$ cat src/rtl/proximity_alarm_if.sv
// Handshake bundle between the ranging stage, the proximity alarm and the output stage.
// The master drives readings and operator controls; the slave returns alarm status.
interface proximity_alarm_if #(
   parameter int DIST_W = 9
);
   logic              dist_valid;
   logic [DIST_W-1:0] dist_cm;
   logic              arm;
   logic              ack;
   logic              alarm;
   logic              buzzer;
   logic [DIST_W-1:0] avg_cm;
   logic [2:0]        state;

   modport master (
      output dist_valid, dist_cm, arm, ack,
      input  alarm, buzzer, avg_cm, state
   );

   modport slave (
      input  dist_valid, dist_cm, arm, ack,
      output alarm, buzzer, avg_cm, state
   );
endinterface

$ cat src/rtl/proximity_alarm.sv
// Proximity alarm: 4-tap moving average of distance readings, near/far hysteresis with
// consecutive-sample confirmation, and an armed/alarm/hold sequencer driving LED and buzzer.
//
// state      | meaning
// -----------+-----------------------------------------------------------
// DISARMED   | arm low; everything idle
// ARMED      | watching for the first near average
// PENDING    | counting consecutive near averages toward CONFIRM
// ALARM      | target confirmed near; LED on, buzzer beeping
// HOLD       | target went far; LED held on until the hold timer expires
module proximity_alarm #(
   parameter int CLK_HZ  = 50000000,
   parameter int DIST_W  = 9,
   parameter int NEAR_CM = 20,
   parameter int FAR_CM  = 25,
   parameter int CONFIRM = 3,
   parameter int HOLD_MS = 2000,
   parameter int BEEP_HZ = 4
) (
   input  logic             clock,
   input  logic             rst_n,
   proximity_alarm_if.slave bus
);

   localparam int     SUM_W    = DIST_W + 2;
   localparam longint HOLD_CYC = (longint'(HOLD_MS) * longint'(CLK_HZ)) / 1000;
   localparam int     TMR_W    = (HOLD_CYC > 1) ? $clog2(HOLD_CYC) : 1;
   localparam int     HALF     = CLK_HZ / (2 * BEEP_HZ);
   localparam int     PH_W     = $clog2(HALF + 1);

   localparam logic [TMR_W-1:0]  HOLD_LOAD = TMR_W'(HOLD_CYC - 1);
   localparam logic [PH_W-1:0]   HALF_V    = PH_W'(HALF);
   localparam logic [DIST_W-1:0] NEAR_V    = DIST_W'(NEAR_CM);
   localparam logic [DIST_W-1:0] FAR_V     = DIST_W'(FAR_CM);
   localparam logic [3:0]        CONF_V    = 4'(CONFIRM);

   typedef enum logic [2:0] {
      ST_DISARMED = 3'd0,
      ST_ARMED    = 3'd1,
      ST_PENDING  = 3'd2,
      ST_ALARM    = 3'd3,
      ST_HOLD     = 3'd4
   } state_t;

   logic [3:0][DIST_W-1:0] taps_q, taps_d;
   logic [SUM_W-1:0]       sum_q, sum_d;
   logic [DIST_W-1:0]      avg_q, avg_d;
   logic                   avg_valid_q, avg_valid_d;
   state_t                 state_q, state_d;
   logic [3:0]             cnt_q, cnt_d;
   logic [TMR_W-1:0]       tmr_q, tmr_d;
   logic [PH_W-1:0]        ph_q, ph_d;
   logic                   buz_q, buz_d;
   logic                   alarm_q, alarm_d;

   logic accept;
   logic near;
   logic far;

   // Zero means "no echo" and must not disturb the filter.
   assign accept = bus.dist_valid && (bus.dist_cm != '0);

   always_comb begin
      taps_d      = taps_q;
      sum_d       = sum_q;
      avg_valid_d = 1'b0;
      if (accept) begin
         taps_d      = {taps_q[2:0], bus.dist_cm};
         sum_d       = sum_q + SUM_W'(bus.dist_cm) - SUM_W'(taps_q[3]);
         avg_valid_d = 1'b1;
      end
      avg_d = sum_d[SUM_W-1:2];
   end

   assign near = avg_valid_q && (avg_q < NEAR_V);
   assign far  = avg_valid_q && (avg_q >= FAR_V);

   always_comb begin
      state_d = state_q;
      cnt_d   = cnt_q;
      tmr_d   = tmr_q;
      if (!bus.arm) begin
         state_d = ST_DISARMED;
         cnt_d   = '0;
         tmr_d   = '0;
      end else if (bus.ack && ((state_q == ST_ALARM) || (state_q == ST_HOLD))) begin
         state_d = ST_ARMED;
         cnt_d   = '0;
         tmr_d   = '0;
      end else begin
         case (state_q)
            ST_DISARMED: state_d = ST_ARMED;
            ST_ARMED: begin
               if (near) begin
                  if (CONF_V <= 4'd1) begin
                     state_d = ST_ALARM;
                     cnt_d   = '0;
                  end else begin
                     state_d = ST_PENDING;
                     cnt_d   = 4'd1;
                  end
               end
            end
            ST_PENDING: begin
               if (near) begin
                  if ((cnt_q + 4'd1) >= CONF_V) begin
                     state_d = ST_ALARM;
                     cnt_d   = '0;
                  end else begin
                     cnt_d = cnt_q + 4'd1;
                  end
               end else if (far) begin
                  state_d = ST_ARMED;
                  cnt_d   = '0;
               end
            end
            ST_ALARM: begin
               if (far) begin
                  state_d = ST_HOLD;
                  tmr_d   = HOLD_LOAD;
               end
            end
            ST_HOLD: begin
               // A returning target beats a coincident timer expiry.
               if (near) begin
                  state_d = ST_ALARM;
                  tmr_d   = '0;
               end else if (tmr_q == '0) begin
                  state_d = ST_ARMED;
               end else begin
                  tmr_d = tmr_q - TMR_W'(1);
               end
            end
            default: begin
               state_d = ST_DISARMED;
               cnt_d   = '0;
               tmr_d   = '0;
            end
         endcase
      end
   end

   // Buzzer phase restarts high on every entry into ALARM, including re-entry from HOLD.
   always_comb begin
      ph_d    = '0;
      buz_d   = 1'b0;
      alarm_d = (state_d == ST_ALARM) || (state_d == ST_HOLD);
      if (state_d == ST_ALARM) begin
         if (state_q != ST_ALARM) begin
            ph_d  = PH_W'(1);
            buz_d = 1'b1;
         end else if (ph_q == HALF_V) begin
            ph_d  = PH_W'(1);
            buz_d = ~buz_q;
         end else begin
            ph_d  = ph_q + PH_W'(1);
            buz_d = buz_q;
         end
      end
   end

   always_ff @(posedge clock or negedge rst_n) begin
      if (!rst_n) begin
         taps_q      <= '1;
         sum_q       <= {{DIST_W{1'b1}}, 2'b00};
         avg_q       <= '1;
         avg_valid_q <= 1'b0;
         state_q     <= ST_DISARMED;
         cnt_q       <= '0;
         tmr_q       <= '0;
         ph_q        <= '0;
         buz_q       <= 1'b0;
         alarm_q     <= 1'b0;
      end else begin
         taps_q      <= taps_d;
         sum_q       <= sum_d;
         avg_q       <= avg_d;
         avg_valid_q <= avg_valid_d;
         state_q     <= state_d;
         cnt_q       <= cnt_d;
         tmr_q       <= tmr_d;
         ph_q        <= ph_d;
         buz_q       <= buz_d;
         alarm_q     <= alarm_d;
      end
   end

   assign bus.alarm  = alarm_q;
   assign bus.buzzer = buz_q;
   assign bus.avg_cm = avg_q;
   assign bus.state  = state_q;

endmodule

$ cat src/flat_wrapper.sv
// flat-port wrapper written by rule: the top's interface ports become plain ports
module proximity_alarm_flat 
#(
   parameter int CLK_HZ  = 50000000,
   parameter int DIST_W  = 9,
   parameter int NEAR_CM = 20,
   parameter int FAR_CM  = 25,
   parameter int CONFIRM = 3,
   parameter int HOLD_MS = 2000,
   parameter int BEEP_HZ = 4
)
  (clock, rst_n, bus_dist_valid, bus_dist_cm, bus_arm, bus_ack, bus_alarm, bus_buzzer, bus_avg_cm, bus_state);
  proximity_alarm_if #(.DIST_W(DIST_W)) bus_i ();
  input  logic clock;
  input  logic rst_n;
  input wire logic [$bits(bus_i.dist_valid)-1:0] bus_dist_valid;
  input wire logic [$bits(bus_i.dist_cm)-1:0] bus_dist_cm;
  input wire logic [$bits(bus_i.arm)-1:0] bus_arm;
  input wire logic [$bits(bus_i.ack)-1:0] bus_ack;
  output wire logic [$bits(bus_i.alarm)-1:0] bus_alarm;
  output wire logic [$bits(bus_i.buzzer)-1:0] bus_buzzer;
  output wire logic [$bits(bus_i.avg_cm)-1:0] bus_avg_cm;
  output wire logic [$bits(bus_i.state)-1:0] bus_state;
  assign bus_i.dist_valid = bus_dist_valid;
  assign bus_i.dist_cm = bus_dist_cm;
  assign bus_i.arm = bus_arm;
  assign bus_i.ack = bus_ack;
  assign bus_alarm = bus_i.alarm;
  assign bus_buzzer = bus_i.buzzer;
  assign bus_avg_cm = bus_i.avg_cm;
  assign bus_state = bus_i.state;
  proximity_alarm #(.CLK_HZ(CLK_HZ), .DIST_W(DIST_W), .NEAR_CM(NEAR_CM), .FAR_CM(FAR_CM), .CONFIRM(CONFIRM), .HOLD_MS(HOLD_MS), .BEEP_HZ(BEEP_HZ)) u_core (.clock(clock), .rst_n(rst_n), .bus(bus_i));
endmodule
$ cat config.mk
export PLATFORM = sky130hd
export DESIGN_NAME = proximity_alarm_flat
export DESIGN_NICKNAME = d
export VERILOG_FILES = /design/src/rtl/proximity_alarm_if.sv /design/src/rtl/proximity_alarm.sv /design/src/flat_wrapper.sv
export SDC_FILE = /design/constraint.sdc
export NUM_CORES = 1
export LEC_CHECK = 0
export ABC_CLOCK_PERIOD_IN_PS = 5600
export CAP_MARGIN = 10
export CORE_UTILIZATION = 56
export DETAILED_ROUTE_END_ITERATION = 12
export HOLD_SLACK_MARGIN = 0.1
export PLACE_DENSITY_LB_ADDON = 0.25
export SYNTH_ARGS = -nofsm -noshare
export SYNTH_HDL_FRONTEND = slang
export SYNTH_SLANG_ARGS = --single-unit
$ cat constraint.sdc
create_clock -name clock -period 5.6 [get_ports clock]
set_input_delay 0.56 -clock clock [delete_from_list [all_inputs] [get_ports clock]]
set_output_delay 0.56 -clock clock [all_outputs]
set_load 0.02 [all_outputs]
# Word-level counts from Yosys, hierarchy flattened

Cells that the tools add are included.

$add $sub $neg: 5
Shift-type cells: 0
$mul: 0
Reductions and logical operators: 13
Equal/unequal tests: 15
Multiplexer cells: 30
$lt $le $gt $ge: 3
Bitwise operators: 1
Div/mod/pow operators: 0

Operator list:

| cell                                                       | count |
|---|---|
| 2-to-1 mux 27 bit                                          | 5 |
| case mux 27 bit (3 select lines)                           | 1 |
| 2-to-1 mux 23 bit                                          | 3 |
| zero test 27 bit                                           | 1 |
| 2-to-1 mux 3 bit                                           | 9 |
| subtractor 27 x 1 -> 27 bit, second input constant         | 1 |
| 2-to-1 mux 4 bit                                           | 6 |
| adder 23 x 1 -> 23 bit, second input constant              | 1 |
| equality test 23 bit, second input constant                | 1 |
| case mux 3 bit (5 select lines)                            | 1 |
| case mux 4 bit (3 select lines)                            | 1 |
| adder 11 x 9 -> 11 bit                                     | 1 |
| subtractor 11 x 9 -> 11 bit                                | 1 |
| equality test 3 x 2 -> 1 bit, second input constant        | 3 |
| >= comparator 9 x 5 -> 1 bit, second input constant        | 1 |
| less-than comparator 9 x 5 -> 1 bit, second input constant | 1 |
| inequality test 3 x 2 -> 1 bit, second input constant      | 3 |
| nonzero test 9 bit                                         | 1 |
| equality test 3 bit, second input constant                 | 2 |
| AND reduction 3 bit                                        | 2 |
| OR reduction 3 bit                                         | 2 |
| inequality test 5 x 2 -> 1 bit, second input constant      | 1 |
| inequality test 5 x 4 -> 1 bit, second input constant      | 1 |
| adder 4 x 1 -> 4 bit, second input constant                | 1 |
| 10 further kinds                                           | 17 |

Bits in latches: 0
ROM bits: 0
Bits in writable memories: 0
Output and inout port bits: 14
Word-level logic and storage cells: 80
Flip-flop bits (word level): 107
Input bits: 14
Memories: 0

# Longest topological paths before layout

Depth in word-level cells: 9
Gate-level depth with buffers: 12
Gate-level depth less buffers: 12

# Least setup slack after synthesis

OpenSTA, ideal clock, no wires.

Path kind: reg2reg
Start: register, netlist name u_core.bus.avg_cm[0]
End: register u_core.avg_q[6], in the netlist u_core.bus.avg_cm[6]
Required time: 5.509 ns
Stages on the path, launching flop included: 11
Buffers on the path: 0
Data arrival time: 2.653 ns
Library setup time: 0.091 ns
Path slack: 2.856 ns
Path through: dfstp_2 inv_1 fa_1 inv_1 ha_1 nor2b_1 o31a_1 o31a_1 o21a_1 o21a_1 o31ai_1

RTL lines:

| what                 | RTL line               | RTL |
|---|---|---|
| to (signal assigned) | proximity_alarm.sv:177 | `avg_q <= avg_d;` |
| to (decl)            | proximity_alarm.sv:47  | `logic [DIST_W-1:0] avg_q, avg_d;` |

# Final worst setup path

Start: register u_core.tmr_q[15]
End: register u_core.tmr_q[24]

Cells in the longest elaborated chain, start to end: 6

Ends and longest elaborated chain:

| what                             | RTL line               | RTL |
|---|---|---|
| from (decl)                      | proximity_alarm.sv:51  | `logic [TMR_W-1:0] tmr_q, tmr_d;` |
| from (signal assigned)           | proximity_alarm.sv:181 | `tmr_q <= tmr_d;` |
| subtractor 27 x 1 -> 27 bit      | proximity_alarm.sv:131 | `tmr_d = tmr_q - TMR_W'(1);` |
| 2-to-1 mux 27 bit                | proximity_alarm.sv:128 | `end else if (tmr_q == '0) begin` |
| 2-to-1 mux 27 bit                | proximity_alarm.sv:125 | `if (near) begin` |
| case mux 27 bit (3 select lines) | proximity_alarm.sv:91  | `case (state_q)` |
| 2-to-1 mux 27 bit                | proximity_alarm.sv:86  | `end else if (bus.ack && ((state_q == ST_ALARM) \|\| (state_q == ST_HOLD))) begin` |
| 2-to-1 mux 27 bit                | proximity_alarm.sv:82  | `if (!bus.arm) begin` |

Parallel ways exist; a longest one is shown, timed or not. The select of a mux whose other input is x is not followed.
A chain may end at the register's enable or synchronous reset.

==> impl_metrics.json <==
{
  "synth_commonest_cells": "nand2_1, o21ai_0, dfrtp_1",
  "synth_warnings": 0,
  "synth.area.top_cells": "dfrtp_1, dfstp_2, nand2_1",
  "hpwl_um": 9290,
  "cts_tree": "yes",
  "finalHoldViolCount": 0,
  "power_leakage_nw": 2.93,
  "synth_cells": 707,
  "synth-edff-count": 0,
  "hold_class": "in -> async",
  "tightest_slew_ns": 1.05,
  "crit_required_ns": 5.86,
  "synth_area_um2": 6250,
  "fillers": 931,
  "syn_nets": 748,
  "finalCriticalPeriod_ns": 3.52,
  "antenna_found_initial": 0,
  "cp_data_arrival_time_ns": 3.78,
  "synth.most_common_cell": "nand2_1",
  "initial_core_util_pct": 57.7,
  "fin_nets": 752,
  "drc": 0,
  "finalPower_w": 0.00253,
  "grt_pass1_vias": 4955,
  "drive_gt1_share_pct": 11.5,
  "insertion_delay_ns": 0.40,
  "ctsHoldBuffers": 0,
  "port_buffers": 27,
  "grtUsageTotal_pct": 25.1,
  "die_h_um": 108,
  "status": "complete, no violations",
  "grt_pass1_wl_um": 22800,
  "max_clock_freq_mhz": 284,
  "ys_ff_latch": 107,
  "grt_overflow": 0,
  "dp.cells": 840,
  "final_cells": 856,
  "grt_max_degree": 69,
  "core_area_um2": 10800,
  "die_w_um": 108,
  "cts-root-buf": "clkbuf_8",
  "relSlewSlack_pct": 29.7,
  "cts_setup_buffers": 0,
  "cp-start-kind": "flop",
  "cts_buffer_depth": 2,
  "synth_top_flop_cell": "dfrtp_1",
  "synth.top_cell.area_share_pct": 24.8,
  "syn_avg_cell_area_um2": 8.85,
  "via_count": 5121,
  "rsz0062_at_grt": "no",
  "setup_viol": 0,
  "drv_cap": 0,
  "wl_um": 13400,
  "hold_slack_ns": 0.111,
  "cts.clk_slew.worst_paths_ns": 0.11,
  "cts_resized": 0,
  "min_period_over_period_pct": 62.9,
  "ys_types": 69,
  "synth-async-reset-ratio_pct": 100,
  "power.density_nw_per_um2": 377,
  "row_count": 38,
  "h-tree-depth": 3,
  "cp_max_fo": 26,
  "critical_path_class": "reg -> reg",
  "ys_seq_area_share_pct": 43.7,
  "critPathCaptureType": "flop",
  "postRouteAntennaNets": 0,
  "diodes": 0,
  "synth_top_area_cell": "dfrtp_1",
  "numCtsBuffers": 9,
  "wl_per_cell_um": 15.7,
  "drt_iter0_drc": 292,
  "die-area_um2": 11600,
  "maxSlewViolCount": 0,
  "routed_via_density": 5.98,
  "pin_count": 28,
  "ir_worst_vdd_v": 0.000279,
  "setup_tns_ns": 0,
  "gp_congestion": 0.847,
  "cts.sinks": 107,
  "drt_pass1_iterations": 5,
  "synthToLayoutAreaGrowth_pct": 7.36,
  "clock_skew_ns": 0.0158
}
-- layer usage --
layer | GRT usage (%) | vias up | wire (µm)
met4 | 10.2 | 0 | 261
met1 | 32.6 | 2499 | 5990
met2 | 41.3 | 123 | 6550
li1 | - | 2474 | -
met5 | 0 | - | 0
met3 | 4.54 | 25 | 612
-- cells by family after synthesis --
logic type | Yosys count | share of synthesized area, %
simple gates | 276 | 21.4
compound gates | 175 | 18.0
flops | 107 | 43.7
buf+inv | 96 | 6.70
fa+ha+maj | 27 | 6.48
xor+xnor | 25 | 3.50
mux | 1 | 0.180
-- path summary, 6_finish.rpt --
path,from,endpoint,slack [ns],cells after the start
min,rst_n,u_core.tmr_q[13],0.11,1
min in group clock,u_core.taps_q[7],u_core.taps_q[16],0.45,2
max in group asynchronous,rst_n,u_core.sum_q[0],4.27,2
max reg2reg,u_core.tmr_q[15],u_core.tmr_q[24],2.08,6
max,u_core.tmr_q[15],u_core.tmr_q[24],2.08,6
min reg2reg,u_core.taps_q[7],u_core.taps_q[16],0.45,2
-- state kept, by name (all words and copies together) (netlist names) --
register            count
u_core.sum_q            2
u_core.bus.buzzer       1
u_core.ph_q            23
u_core.tmr_q           27
u_core.cnt_q            4
u_core.avg_valid_q      1
u_core.bus.state        3
u_core.taps_q          36
u_core.bus.alarm        1
u_core.bus.avg_cm       9
-- report_power, final --
part	internal [W]	leakage, nW	switching (W)	total [W]
Clock	0.000168	0.0900	0.000286	0.000454
Sequential	0.000906	1.33	0.0000875	0.000994
Combinational	0.000438	1.51	0.000647	0.00109
-- critical path, stage by stage, from the launching register on --
cell	delay (ns)
dfrtp_1	0.44
or4_1	0.68
nor4_4	0.35
nand4b_2	0.65
nor2_1	0.65
or2_1	0.42
o21ai_0	0.17
-- cell usage in the layout (no fill, tap or decap), types with 5 or more instances in the layout --
cell type | synthesis | final
o21a_1 | 6 | 6
ha_1 | 18 | 18
dfrtp_1 | 62 | 62
a31oi_1 | 25 | 25
a21oi_1 | 28 | 28
nand4_1 | 8 | 8
o21ai_0 | 66 | 66
nand3_1 | 18 | 18
nor4_1 | 11 | 11
xor2_1 | 13 | 13
or3_1 | 6 | 6
dfstp_2 | 45 | 45
inv_1 | 56 | 56
clkbuf_8 | 0 | 9
buf_4 | 9 | 6
xnor2_1 | 12 | 12
and3_1 | 7 | 7
clkdlybuf4s50_1 | 0 | 26
nor2_1 | 31 | 31
nor3_1 | 40 | 40
o31ai_1 | 5 | 5
fa_1 | 9 | 9
nand2_1 | 120 | 120
-- metrics by stage --
stage	cell area, µm²	worst slack, ns	utilization (%)
global placement	6540	2.04	60.3
global route	6720	1.92	61.9
CTS	6720	2.14	61.9
detailed placement	6540	1.98	60.3
finish	6720	2.08	61.9
floorplan	6250	2.86	-
-- cell type report --
cell class                 instances  area, µm²  share of cell area [%]
inverter                          57        214                    3.19
clock inverter                     6       46.3                   0.689
multi-input combinational        504       3110                    46.4
tap                              140        175                    2.61
clock buffer                      10        128                    1.90
sequential                       107       2730                    40.7
timing repair buffer              32        305                    4.55
Note: power is estimated with default switching activity, not from simulation.
